**config.mk**
```make
export PLATFORM = sky130hd
export DESIGN_NAME = extmem_arbiter_flat
export DESIGN_NICKNAME = d
export VERILOG_FILES = /design/src/rtl/extmem_arbiter_if.sv /design/src/rtl/extmem_arbiter.sv /design/src/flat_wrapper.sv
export SDC_FILE = /design/constraint.sdc
export NUM_CORES = 1
export LEC_CHECK = 0
export ABC_CLOCK_PERIOD_IN_PS = 2900
export BUFFER_PORTS_ARGS = -buffer_cell sky130_fd_sc_hd__buf_4
export CAP_MARGIN = 10
export CORE_AREA = 2 2 157 159
export CTS_CLUSTER_DIAMETER = 120
export DETAILED_ROUTE_END_ITERATION = 10
export DIE_AREA = 0 0 159 161
export GPL_TIMING_DRIVEN = 0
export PLACE_DENSITY = 0.6
export REMOVE_ABC_BUFFERS = 1
export SLEW_MARGIN = 20
export SYNTH_ARGS = -nofsm -noshare
export SYNTH_HDL_FRONTEND = slang
export SYNTH_SLANG_ARGS = --single-unit
export TNS_END_PERCENT = 5
```
**constraint.sdc**
```tcl
create_clock -name clk -period 2.9 [get_ports clk]
set_input_delay 0.29 -clock clk [delete_from_list [all_inputs] [get_ports clk]]
set_output_delay 0.29 -clock clk [all_outputs]
set_load 0.03 [all_outputs]
```
**src/rtl/extmem_arbiter_if.sv**
```systemverilog
// Bundle of requester-side and external-memory-side signals for extmem_arbiter.
// slave: the arbiter's view. master: the requesters plus the external memory.
interface extmem_arbiter_if #(
  parameter int N_REQ  = 4,
  parameter int ADDR_W = 32,
  parameter int DATA_W = 32
);
  logic [N_REQ-1:0]        req_valid;
  logic [N_REQ-1:0]        req_write;
  logic [N_REQ*ADDR_W-1:0] req_addr;
  logic [N_REQ*DATA_W-1:0] req_wdata;
  logic [N_REQ-1:0]        req_grant;
  logic [N_REQ-1:0]        rsp_valid;
  logic [DATA_W-1:0]       rsp_data;
  logic                    request_extmem;
  logic                    write_extmem;
  logic [ADDR_W-1:0]       addr_extmem;
  logic [DATA_W-1:0]       w_data;
  logic                    valid_extmem;
  logic [DATA_W-1:0]       data_extmem;
  logic                    busy;
  logic                    err_timeout;

  modport slave (
    input  req_valid, req_write, req_addr, req_wdata, valid_extmem, data_extmem,
    output req_grant, rsp_valid, rsp_data, request_extmem, write_extmem,
           addr_extmem, w_data, busy, err_timeout
  );

  modport master (
    output req_valid, req_write, req_addr, req_wdata, valid_extmem, data_extmem,
    input  req_grant, rsp_valid, rsp_data, request_extmem, write_extmem,
           addr_extmem, w_data, busy, err_timeout
  );
endinterface

```
**src/rtl/extmem_arbiter.sv**
```systemverilog
// Round-robin arbiter sharing one external-memory port between N_REQ requesters.
// One transaction in flight at a time; reads wait for valid_extmem (bounded by
// TIMEOUT), writes are a single request cycle. All outputs are registered.
module extmem_arbiter #(
  parameter int N_REQ   = 4,
  parameter int ADDR_W  = 32,
  parameter int DATA_W  = 32,
  parameter int TIMEOUT = 1024
) (
  input  logic            clk,
  input  logic            rst,
  extmem_arbiter_if.slave bus
);

  localparam int IDX_W = (N_REQ > 1) ? $clog2(N_REQ) : 1;
  localparam int CNT_W = $clog2(TIMEOUT + 1);
  localparam logic [N_REQ-1:0] ONE_HOT = {{(N_REQ-1){1'b0}}, 1'b1};

  typedef enum logic [1:0] {IDLE, WRITE, READ_WAIT, RESP} state_t;
  typedef logic [IDX_W:0] cand_t;

  state_t           state;
  logic [IDX_W-1:0] last_grant;
  logic [CNT_W-1:0] wait_cnt;
  logic             pick_found;
  logic [IDX_W-1:0] pick_idx;

  // Round-robin pick: first pending requester scanning upward from last_grant+1, wrapping.
  always_comb begin
    cand_t cand;
    pick_found = 1'b0;
    pick_idx   = last_grant;
    cand       = '0;
    for (int k = 0; k < N_REQ; k++) begin
      cand = {1'b0, last_grant} + cand_t'(k + 1);
      if (cand >= cand_t'(N_REQ)) cand = cand - cand_t'(N_REQ);
      if (!pick_found && bus.req_valid[cand[IDX_W-1:0]]) begin
        pick_found = 1'b1;
        pick_idx   = cand[IDX_W-1:0];
      end
    end
  end

  // Transaction FSM; every output is a register written alongside the state.
  always_ff @(posedge clk or negedge rst) begin
    if (!rst) begin
      state              <= IDLE;
      last_grant         <= IDX_W'(N_REQ - 1);
      wait_cnt           <= '0;
      bus.req_grant      <= '0;
      bus.rsp_valid      <= '0;
      bus.rsp_data       <= '0;
      bus.request_extmem <= 1'b0;
      bus.write_extmem   <= 1'b0;
      bus.addr_extmem    <= '0;
      bus.w_data         <= '0;
      bus.busy           <= 1'b0;
      bus.err_timeout    <= 1'b0;
    end else begin
      bus.req_grant <= '0;
      bus.rsp_valid <= '0;
      case (state)
        IDLE: begin
          bus.request_extmem <= 1'b0;
          bus.write_extmem   <= 1'b0;
          if (pick_found) begin
            bus.req_grant   <= ONE_HOT << pick_idx;
            last_grant      <= pick_idx;
            bus.addr_extmem <= bus.req_addr[pick_idx*ADDR_W +: ADDR_W];
            bus.w_data      <= bus.req_wdata[pick_idx*DATA_W +: DATA_W];
            wait_cnt        <= '0;
            bus.busy        <= 1'b1;
            state           <= bus.req_write[pick_idx] ? WRITE : READ_WAIT;
          end
        end
        WRITE: begin
          // The write request is visible during the following IDLE cycle.
          bus.request_extmem <= 1'b1;
          bus.write_extmem   <= 1'b1;
          bus.busy           <= 1'b0;
          state              <= IDLE;
        end
        READ_WAIT: begin
          if (!bus.request_extmem) begin
            // Grant cycle: raise the request; valid_extmem is not yet meaningful.
            bus.request_extmem <= 1'b1;
          end else if (bus.valid_extmem) begin
            bus.request_extmem <= 1'b0;
            bus.rsp_data       <= bus.data_extmem;
            bus.rsp_valid      <= ONE_HOT << last_grant;
            state              <= RESP;
          end else if (wait_cnt == CNT_W'(TIMEOUT - 1)) begin
            // Memory never answered: flag it and complete the read with zero data.
            bus.request_extmem <= 1'b0;
            bus.err_timeout    <= 1'b1;
            bus.rsp_data       <= '0;
            bus.rsp_valid      <= ONE_HOT << last_grant;
            state              <= RESP;
          end else begin
            wait_cnt <= wait_cnt + CNT_W'(1);
          end
        end
        RESP: begin
          bus.busy <= 1'b0;
          state    <= IDLE;
        end
        default: begin
          bus.busy <= 1'b0;
          state    <= IDLE;
        end
      endcase
    end
  end

endmodule

```
**src/flat_wrapper.sv**
```systemverilog
// flat-port wrapper written by rule: the top's interface ports become plain ports
module extmem_arbiter_flat 
#(
  parameter int N_REQ   = 4,
  parameter int ADDR_W  = 32,
  parameter int DATA_W  = 32,
  parameter int TIMEOUT = 1024
)
  (clk, rst, bus_req_valid, bus_req_write, bus_req_addr, bus_req_wdata, bus_valid_extmem, bus_data_extmem, bus_req_grant, bus_rsp_valid, bus_rsp_data, bus_request_extmem, bus_write_extmem, bus_addr_extmem, bus_w_data, bus_busy, bus_err_timeout);
  extmem_arbiter_if #(.N_REQ(N_REQ), .ADDR_W(ADDR_W), .DATA_W(DATA_W)) bus_i ();
  input  logic clk;
  input  logic rst;
  input wire logic [$bits(bus_i.req_valid)-1:0] bus_req_valid;
  input wire logic [$bits(bus_i.req_write)-1:0] bus_req_write;
  input wire logic [$bits(bus_i.req_addr)-1:0] bus_req_addr;
  input wire logic [$bits(bus_i.req_wdata)-1:0] bus_req_wdata;
  input wire logic [$bits(bus_i.valid_extmem)-1:0] bus_valid_extmem;
  input wire logic [$bits(bus_i.data_extmem)-1:0] bus_data_extmem;
  output wire logic [$bits(bus_i.req_grant)-1:0] bus_req_grant;
  output wire logic [$bits(bus_i.rsp_valid)-1:0] bus_rsp_valid;
  output wire logic [$bits(bus_i.rsp_data)-1:0] bus_rsp_data;
  output wire logic [$bits(bus_i.request_extmem)-1:0] bus_request_extmem;
  output wire logic [$bits(bus_i.write_extmem)-1:0] bus_write_extmem;
  output wire logic [$bits(bus_i.addr_extmem)-1:0] bus_addr_extmem;
  output wire logic [$bits(bus_i.w_data)-1:0] bus_w_data;
  output wire logic [$bits(bus_i.busy)-1:0] bus_busy;
  output wire logic [$bits(bus_i.err_timeout)-1:0] bus_err_timeout;
  assign bus_i.req_valid = bus_req_valid;
  assign bus_i.req_write = bus_req_write;
  assign bus_i.req_addr = bus_req_addr;
  assign bus_i.req_wdata = bus_req_wdata;
  assign bus_i.valid_extmem = bus_valid_extmem;
  assign bus_i.data_extmem = bus_data_extmem;
  assign bus_req_grant = bus_i.req_grant;
  assign bus_rsp_valid = bus_i.rsp_valid;
  assign bus_rsp_data = bus_i.rsp_data;
  assign bus_request_extmem = bus_i.request_extmem;
  assign bus_write_extmem = bus_i.write_extmem;
  assign bus_addr_extmem = bus_i.addr_extmem;
  assign bus_w_data = bus_i.w_data;
  assign bus_busy = bus_i.busy;
  assign bus_err_timeout = bus_i.err_timeout;
  extmem_arbiter #(.N_REQ(N_REQ), .ADDR_W(ADDR_W), .DATA_W(DATA_W), .TIMEOUT(TIMEOUT)) u_core (.clk(clk), .rst(rst), .bus(bus_i));
endmodule
```
==> impl_metrics.sql, run 1 <==
INSERT INTO impl_metrics (metric_group, metric, value, unit) VALUES
('clock_tree', 'cts.path.max_buffers', '2', ''),
('yosys', 'yosys_warnings', '0', ''),
('yosys', 'yosys.area.top_type', 'dfrtp_1', ''),
('timing', 'timing.final.crit_share', '97.8', '%'),
('die', 'start_util', '31.1', '%'),
('die', 'rows', '57', ''),
('place', 'finalWeightedCongestion', '0.779', ''),
('timing', 'fin_skew', '0.0120', 'ns'),
('global_routing', 'antenna_violations_before_repair', '0', ''),
('yosys', 'async_flop_share', '100', '%'),
('finish', 'finalCoreUtilization', '51.2', '%'),
('global_routing', 'grt_pass1_wl', '41200', 'um'),
('worst_setup_path', 'dominant_cell_type_by_count_on_the_critical_path', 'buf_16', ''),
('clock_tree', 'htreeDepth', '4', ''),
('clock_tree', 'clock-sinks', '123', ''),
('timing', 'timing_worst_slew_pin_value', '0.819', 'ns'),
('die', 'io_pins', '407', ''),
('timing', 'report.final.slew_viol_count', '0', ''),
('routing', 'drt_wl_total', '27900', 'um'),
('timing', 'final.setup.tns', '0', 'ns'),
('finish', 'drive_above_1_share', '50.4', '%'),
('routing', 'routed_via_density', '4.80', ''),
('yosys', 'synth_sequential_area_ratio', '41.3', '%'),
('routing', 'antenna_left', '0', ''),
('finish', 'nets', '1487', ''),
('worst_hold_path', 'holdCritPathClass', 'in -> reg', ''),
('yosys', 'synth-edff-count', '0', ''),
('worst_setup_path', 'critical_path.n_buffers_inverters', '4', ''),
('yosys', 'postSynth.topFlopCell', 'dfrtp_1', ''),
('clock_tree', 'clk-insertion-delay-late', '0.41', 'ns'),
('global_routing', 'via_count_of_the_first_global_routing_pass', '7153', ''),
('global_routing', 'grt-ovfl-total', '0', ''),
('timing', 'final.min_clock_period', '2.83', 'ns'),
('worst_setup_path', 'critPathSlowestCell', 'dfstp_2', ''),
('pwr', 'power.leakage', '6.13', 'nW'),
('timing', 'max_clock_freq', '353', 'MHz'),
('timing', 'slew_headroom', '45.2', '%'),
('place', 'place_ws', '-0.784', 'ns'),
('clock_tree', 'clock_tree.root_cell', 'clkbuf_16', ''),
('yosys', 'netlist_area', '7450', 'um2'),
('clock_tree', 'worst_setup_hold_path_clk_slew', '0.06', 'ns'),
('flow_run', 'timing.max_cap.violations', '0', ''),
('clock_tree', 'tritoncts.num_buffers', '17', ''),
('yosys', 'netlist.area_leader.share', '40.6', '%'),
('clock_tree', 'cts_tree', 'done', ''),
('die', 'die_area', '25600', 'um2'),
('worst_setup_path', 'timing_worst_setup_path_type', 'reg -> reg', ''),
('yosys', 'synthesis.area_per_instance', '10.1', 'um2'),
('outcome', 'status', 'completed', ''),
('place', 'placement.cell_area', '10900', 'um2'),
('yosys', 'postSynthRegisterBits', '123', ''),
('yosys', 'netlist_instances', '737', ''),
('place', 'dpl.hpwl', '19400', 'um'),
('finish', 'final_design_area_no_fill', '12300', 'um2'),
('finish', 'diodes', '0', ''),
('worst_setup_path', 'worst_path_largest_cell_delay', '0.55', 'ns'),
('yosys', 'post_synth_main_area_contributors', 'dfrtp_1, nand2_1, mux2i_1', ''),
('worst_setup_path', 'arrival_time_reported_for_the_critical_path_endpoint', '3.12', 'ns'),
('worst_setup_path', 'critical_path_fanout_max', '11', ''),
('global_routing', 'grt_start_max_net_pins', '72', ''),
('finish', 'flow.area_growth_from_synthesis', '64.6', '%'),
('worst_setup_path', 'end_kind', 'flop', ''),
('pwr', 'power_density', '1320', 'nW/um2'),
('yosys', 'synth.distinct_cells', '48', ''),
('pwr', 'power', '0.0162', 'W'),
('die', 'die-height', '161', 'um'),
('timing', 'hold_violations', '0', ''),
('worst_setup_path', 'critical-path-top-delay-family', 'multiplexers', ''),
('global_routing', 'grtUsageTotal', '20.7', '%'),
('place', 'numPortBuffers', '406', ''),
('die', 'core', '24000', 'um2');
==> Yosys cell counts (2+ instances only) <==
cell / number
buf_12: 4
buf_6: 4
ha_1: 10
nand2b_1: 3
o221ai_1: 2
mux2_4: 29
a21o_1: 6
nor2b_1: 4
buf_2: 6
o21ai_0: 39
clkbuf_1: 40
nand4_1: 2
mux2i_1: 68
o21a_1: 2
mux2_2: 38
dfrtp_1: 121
and2_1: 6
nand3_1: 13
nand2_1: 203
a21boi_0: 2
dfstp_2: 2
o211a_1: 3
and3_1: 4
a21oi_1: 3
inv_1: 5
xor2_1: 8
or2_1: 2
nor4_1: 2
nor3_1: 3
a221o_1: 64
buf_8: 6
nor2_1: 17
==> where the power goes <==
group	total, W	switching, W	internal [W]
combinational	0.0111	0.00543	0.00564
sequential	0.00292	0.000427	0.00249
clock	0.00224	0.000792	0.00145
==> per-layer routing <==
layer / track usage [%] / wire length (um) / vias up
met1: 24.1 / 11000 / 3463
met5: 0 / 0 / -
li1: - / - / 3524
met3: 6.03 / 1840 / 14
met2: 37.9 / 14800 / 265
met4: 3.88 / 267 / 0
==> registers in the layout (all words and copies together), names as in the netlist <==
signal	count
u_core.bus.addr_extmem	32
u_core.bus.rsp_data	32
u_core.bus.w_data	32
u_core.wait_cnt	11
u_core.bus.req_grant	4
u_core.bus.rsp_valid	4
u_core.last_grant	2
u_core.state	2
u_core.bus.busy	1
u_core.bus.err_timeout	1
u_core.bus.request_extmem	1
u_core.bus.write_extmem	1
==> cell families (layout without fill, tap and decap cells) <==
family | Yosys count | after routing | synth area share (%)
simple gates | 265 | 265 | 15.0
flops | 123 | 123 | 41.3
mux | 135 | 135 | 20.7
compound gates | 130 | 132 | 14.7
xor+xnor | 8 | 8 | 0.940
buf+inv | 66 | 518 | 5.66
fa+ha+maj | 10 | 10 | 1.68
==> area by class of cell <==
type / instances / area [um2]
sequential: 123 / 3080
clock inverter: 9 / 135
fill: 2281 / 11700
tap: 324 / 405
timing repair buffer: 481 / 4060
multi-input combinational: 550 / 4080
inverter: 5 / 18.8
clock buffer: 23 / 488
==> timing repair <==
| action | in CTS | in global routing |
|---|---|---|
| gates cloned | 5 | 3 |
| pin swaps | 10 | 6 |
| buffers inserted | 17 | 33 |
| setup endpoints to repair | 65 | 53 |
| hold endpoints to repair | 57 | 0 |
| gates resized for setup | 23 | 8 |
| hold buffers | 1 | 0 |
==> stage by stage <==
stage | hold WS [ns] | std cells
finish | 0.144 | 1515
global route | 0.130 | 1515
CTS | 0.124 | 1479
detailed placement | 0.265 | 1425
global placement | 0.446 | 1406
floorplan | -0.00559 | 676
==> worst register-to-register path: cells and delay by family, from the launching register on <==
family                 cells  cell delay (ns)
and+or+nand+nor            1             0.27
muxes                      2             0.69
AOI/OAI and AO/OA          3             0.63
buffers and inverters      4             0.58
DFF                        1             0.55
==> path summary, 6_finish.rpt <==
check	startpoint	endpoint	cells after the start
setup / recovery	u_core.last_grant[1]	u_core.bus.addr_extmem[14]	10
hold reg to reg	u_core.bus.err_timeout	u_core.bus.err_timeout	1
max in group asynchronous	rst	u_core.bus.w_data[30]	3
hold / removal	bus_data_extmem[10]	u_core.bus.rsp_data[10]	3
setup reg to reg	u_core.last_grant[1]	u_core.bus.addr_extmem[14]	10
min in group asynchronous	rst	u_core.bus.rsp_valid[1]	2
Note: power is estimated with default switching activity, not from simulation.
==> inputs of run 2 (changes only) <==
--- a/config.mk
+++ b/config.mk
@@ -5,15 +5,15 @@
 export SDC_FILE = /design/constraint.sdc
 export NUM_CORES = 1
 export LEC_CHECK = 0
-export ABC_CLOCK_PERIOD_IN_PS = 2900
+export ABC_CLOCK_PERIOD_IN_PS = 3400
 export BUFFER_PORTS_ARGS = -buffer_cell sky130_fd_sc_hd__buf_4
 export CAP_MARGIN = 10
-export CORE_AREA = 2 2 157 159
+export CORE_AREA = 2 2 158 160
 export CTS_CLUSTER_DIAMETER = 120
 export DETAILED_ROUTE_END_ITERATION = 10
-export DIE_AREA = 0 0 159 161
+export DIE_AREA = 0 0 160 162
 export GPL_TIMING_DRIVEN = 0
-export PLACE_DENSITY = 0.6
+export PLACE_DENSITY = 0.55
 export REMOVE_ABC_BUFFERS = 1
 export SLEW_MARGIN = 20
 export SYNTH_ARGS = -nofsm -noshare
==> constraint.sdc (replaced) <==
create_clock -name clk -period 3.4 [get_ports clk]
set_input_delay 0.34 -clock clk [delete_from_list [all_inputs] [get_ports clk]]
set_output_delay 0.34 -clock clk [all_outputs]
set_load 0.03 [all_outputs]
==> run 2 against run 1 <==
  * First-iteration DRC count decreased by 20%
  * Total power decreased by 26%
  * Final area decreased by 5.7%
  * Register-to-register slack improved by 0.11 ns
  * Global-route usage decreased by 1.6 points
  * Critical path depth unchanged
  * Critical path type unchanged
  * Largest power group unchanged
==> impl_metrics.sql, run 2 (synthesis results as in run 1) <==
INSERT INTO impl_metrics (metric_group, metric, value, unit) VALUES
('global_routing', 'grt.met2_usage', '33.5', '%'),
('clock_tree', 'cts.path.max_buffers', '2', ''),
('die', 'die_w', '160', 'um'),
('timing', 'setup_repair_after_global_routing_missed_its_margin', 'no', ''),
('routing', 'drt_wl_total', '25800', 'um'),
('finish', 'biggestRegsByFlops', 'u_core.bus.addr_extmem: 32 flops, u_core.bus.rsp_data: 32 flops, u_core.bus.w_data: 32 flops', ''),
('timing', 'final.min_clock_period', '3.22', 'ns'),
('worst_setup_path', 'worst_path_largest_cell_delay', '0.64', 'ns'),
('timing', 'hold_ws', '0.183', 'ns'),
('routing', 'detailroute.via_count', '6940', ''),
('timing', 'timing_worst_slew_pin_value', '0.786', 'ns'),
('routing', 'drcViolationCount', '0', ''),
('finish', 'multi_input_comb_area', '3990', 'um2'),
('flow_run', 'timing.max_cap.violations', '0', ''),
('worst_setup_path', 'critical_path.n_buffers_inverters', '4', ''),
('pwr', 'ir_worst_vdd', '0.710', 'mV'),
('worst_setup_path', 'arrival_time_reported_for_the_critical_path_endpoint', '3.51', 'ns'),
('clock_tree', 'cts_tree', 'done', ''),
('finish', 'register_area', '3080', 'um2'),
('routing', 'routed_via_density', '4.74', ''),
('routing', 'antenna_left', '0', ''),
('die', 'die_area', '25900', 'um2'),
('routing', 'dr.pass1.iters', '6', ''),
('global_routing', 'grt_start_max_net_pins', '70', ''),
('routing', 'dr.first_iter.drc_count', '355', ''),
('finish', 'flow.area_growth_from_synthesis', '55.3', '%'),
('timing', 'report.final.slew_viol_count', '0', ''),
('worst_hold_path', 'holdCritPathClass', 'in -> reg', ''),
('timing', 'fin_skew', '0.00883', 'ns'),
('place', 'placement.cell_area', '11000', 'um2'),
('routing', 'wl_per_cell', '17.6', 'um'),
('worst_setup_path', 'critical-path-top-delay-family', 'compound AO/OA/AOI/OAI gates', ''),
('worst_setup_path', 'worstPathCellList', 'inv_1, ha_2, and4b_4, a2111oi_4, a21oi_4, buf_16, buf_16, buf_16, mux2_2, a221o_1', ''),
('worst_setup_path', 'cp.required', '3.69', 'ns'),
('global_routing', 'use_met1', '21.8', '%'),
('die', 'io_pins', '407', ''),
('die', 'rows', '57', ''),
('worst_setup_path', 'end_kind', 'flop', ''),
('finish', 'finalCoreUtilization', '48.0', '%'),
('timing', 'hold_violations', '0', ''),
('place', 'finalWeightedCongestion', '0.782', ''),
('finish', 'mostFrequentLayoutCell', 'buf_4', ''),
('global_routing', 'grtUsageTotal', '19.1', '%'),
('finish', 'nets', '1436', ''),
('outcome', 'status', 'completed', ''),
('die', 'core', '24100', 'um2'),
('place', 'dpl.hpwl', '19900', 'um'),
('clock_tree', 'clk-insertion-delay-late', '0.41', 'ns'),
('clock_tree', 'htreeDepth', '4', ''),
('die', 'die-height', '162', 'um'),
('clock_tree', 'clock_tree.root_cell', 'clkbuf_16', ''),
('clock_tree', 'worst_setup_hold_path_clk_slew', '0.06', 'ns'),
('timing', 'timing.final.crit_share', '94.7', '%'),
('pwr', 'power_density', '1040', 'nW/um2'),
('timing', 'max_clock_freq', '310', 'MHz'),
('die', 'start_util', '30.9', '%'),
('global_routing', 'met3_usage', '6.77', '%'),
('worst_setup_path', 'startpoint_type_of_the_worst_setup_path', 'flop', ''),
('pwr', 'power.leakage', '5.77', 'nW'),
('clock_tree', 'clock-sinks', '123', ''),
('clock_tree', 'tritoncts.num_buffers', '17', ''),
('worst_setup_path', 'critical_path_fanout_max', '16', ''),
('timing', 'setup_violations', '0', ''),
('place', 'numPortBuffers', '406', ''),
('finish', 'final_design_area_no_fill', '11600', 'um2'),
('finish', 'mostFrequentLayoutCells', 'buf_4, nand2_1, dfrtp_1', ''),
('timing', 'slew_headroom', '47.4', '%'),
('global_routing', 'grt_pass1_wl', '38800', 'um'),
('global_routing', 'antenna_violations_before_repair', '1', ''),
('worst_setup_path', 'dominant_cell_type_by_count_on_the_critical_path', 'buf_16', ''),
('worst_setup_path', 'critPathSlowestCell', 'dfstp_2', ''),
('finish', 'drive_above_1_share', '47.8', '%'),
('worst_setup_path', 'timing_worst_setup_path_type', 'reg -> reg', ''),
('global_routing', 'grt-ovfl-total', '0', ''),
('finish', 'fillers', '2352', ''),
('global_routing', 'grt_most_used_layer', 'met2', ''),
('global_routing', 'via_count_of_the_first_global_routing_pass', '7017', '');
run 2: cell types whose count changed in the layout (fill, tap and decap cells not counted), sizes merged, moves of 2 or more:
cell | before | now
buf | 476 | 430
clkbuf | 26 | 18
clkinv | 2 | 9
bufinv | 3 | 0
o211a | 5 | 3
run 2: path summary, 6_finish.rpt:
kind	startpoint	to	slack, ns	cells past startpoint
hold reg to reg	u_core.bus.err_timeout	u_core.bus.err_timeout	0.47	1
min in group asynchronous	rst	u_core.bus.rsp_valid[0]	0.44	2
max in group asynchronous	rst	u_core.last_grant[1]	2.23	3
setup / recovery	u_core.last_grant[0]	u_core.bus.addr_extmem[25]	0.18	10
hold / removal	bus_data_extmem[30]	u_core.bus.rsp_data[30]	0.18	3
setup reg to reg	u_core.last_grant[0]	u_core.bus.addr_extmem[25]	0.18	10
run 2: layer usage:
metal  share of wire, %  up-vias
met3                8.0       22
li1                   -     3421
met5                  0        -
met4                2.0        0
met1                 39     3239
met2                 51      258
run 2: power by group:
group,switching [W],total [W],internal [W]
clock network,0.000714,0.00164,0.000927
registers,0.000375,0.00250,0.00212
logic,0.00415,0.00795,0.00380
run 2: what timing repair did:
action / CTS / global route
resized for setup: 0 / 3
cloned: 0 / 1
pin swaps: 1 / 0
buffers inserted: 2 / 2
endpoints found under the hold margin: 54 / 0
setup endpoints to repair: 30 / 24
hold buffers: 1 / 0
run 2: worst reg2reg max path, stage by stage (launching register included):
cell and delay, ns:
dfstp_2 0.64, inv_1 0.09, ha_2 0.41, and4b_4 0.23, a2111oi_4 0.41, a21oi_4 0.14, buf_16 0.19, buf_16 0.18
buf_16 0.17, mux2_2 0.31, a221o_1 0.33
run 2: area by class of cell:
type,instances,area share (%)
clock buffer,17,3.68
tap,324,3.50
timing repair buffer,432,30.7
antenna,1,0.0216
sequential,123,26.6
inverter,5,0.162
multi-input combinational,548,34.4
clock inverter,15,0.865
run 2: stage by stage:
stage | total power [W] | worst slack (ns) | instances | setup TNS [ns]
after global placement | 0.00898 | -6.07 | 1406 | -415.16
after global routing | 0.0128 | 0.0616 | 1465 | 0
after floorplan | 0.00734 | -1.88 | 676 | -120.65
after CTS | 0.0121 | 0.0594 | 1461 | 0
after detailed placement | 0.0104 | -0.273 | 1426 | -3.31
final | 0.0121 | 0.179 | 1465 | 0
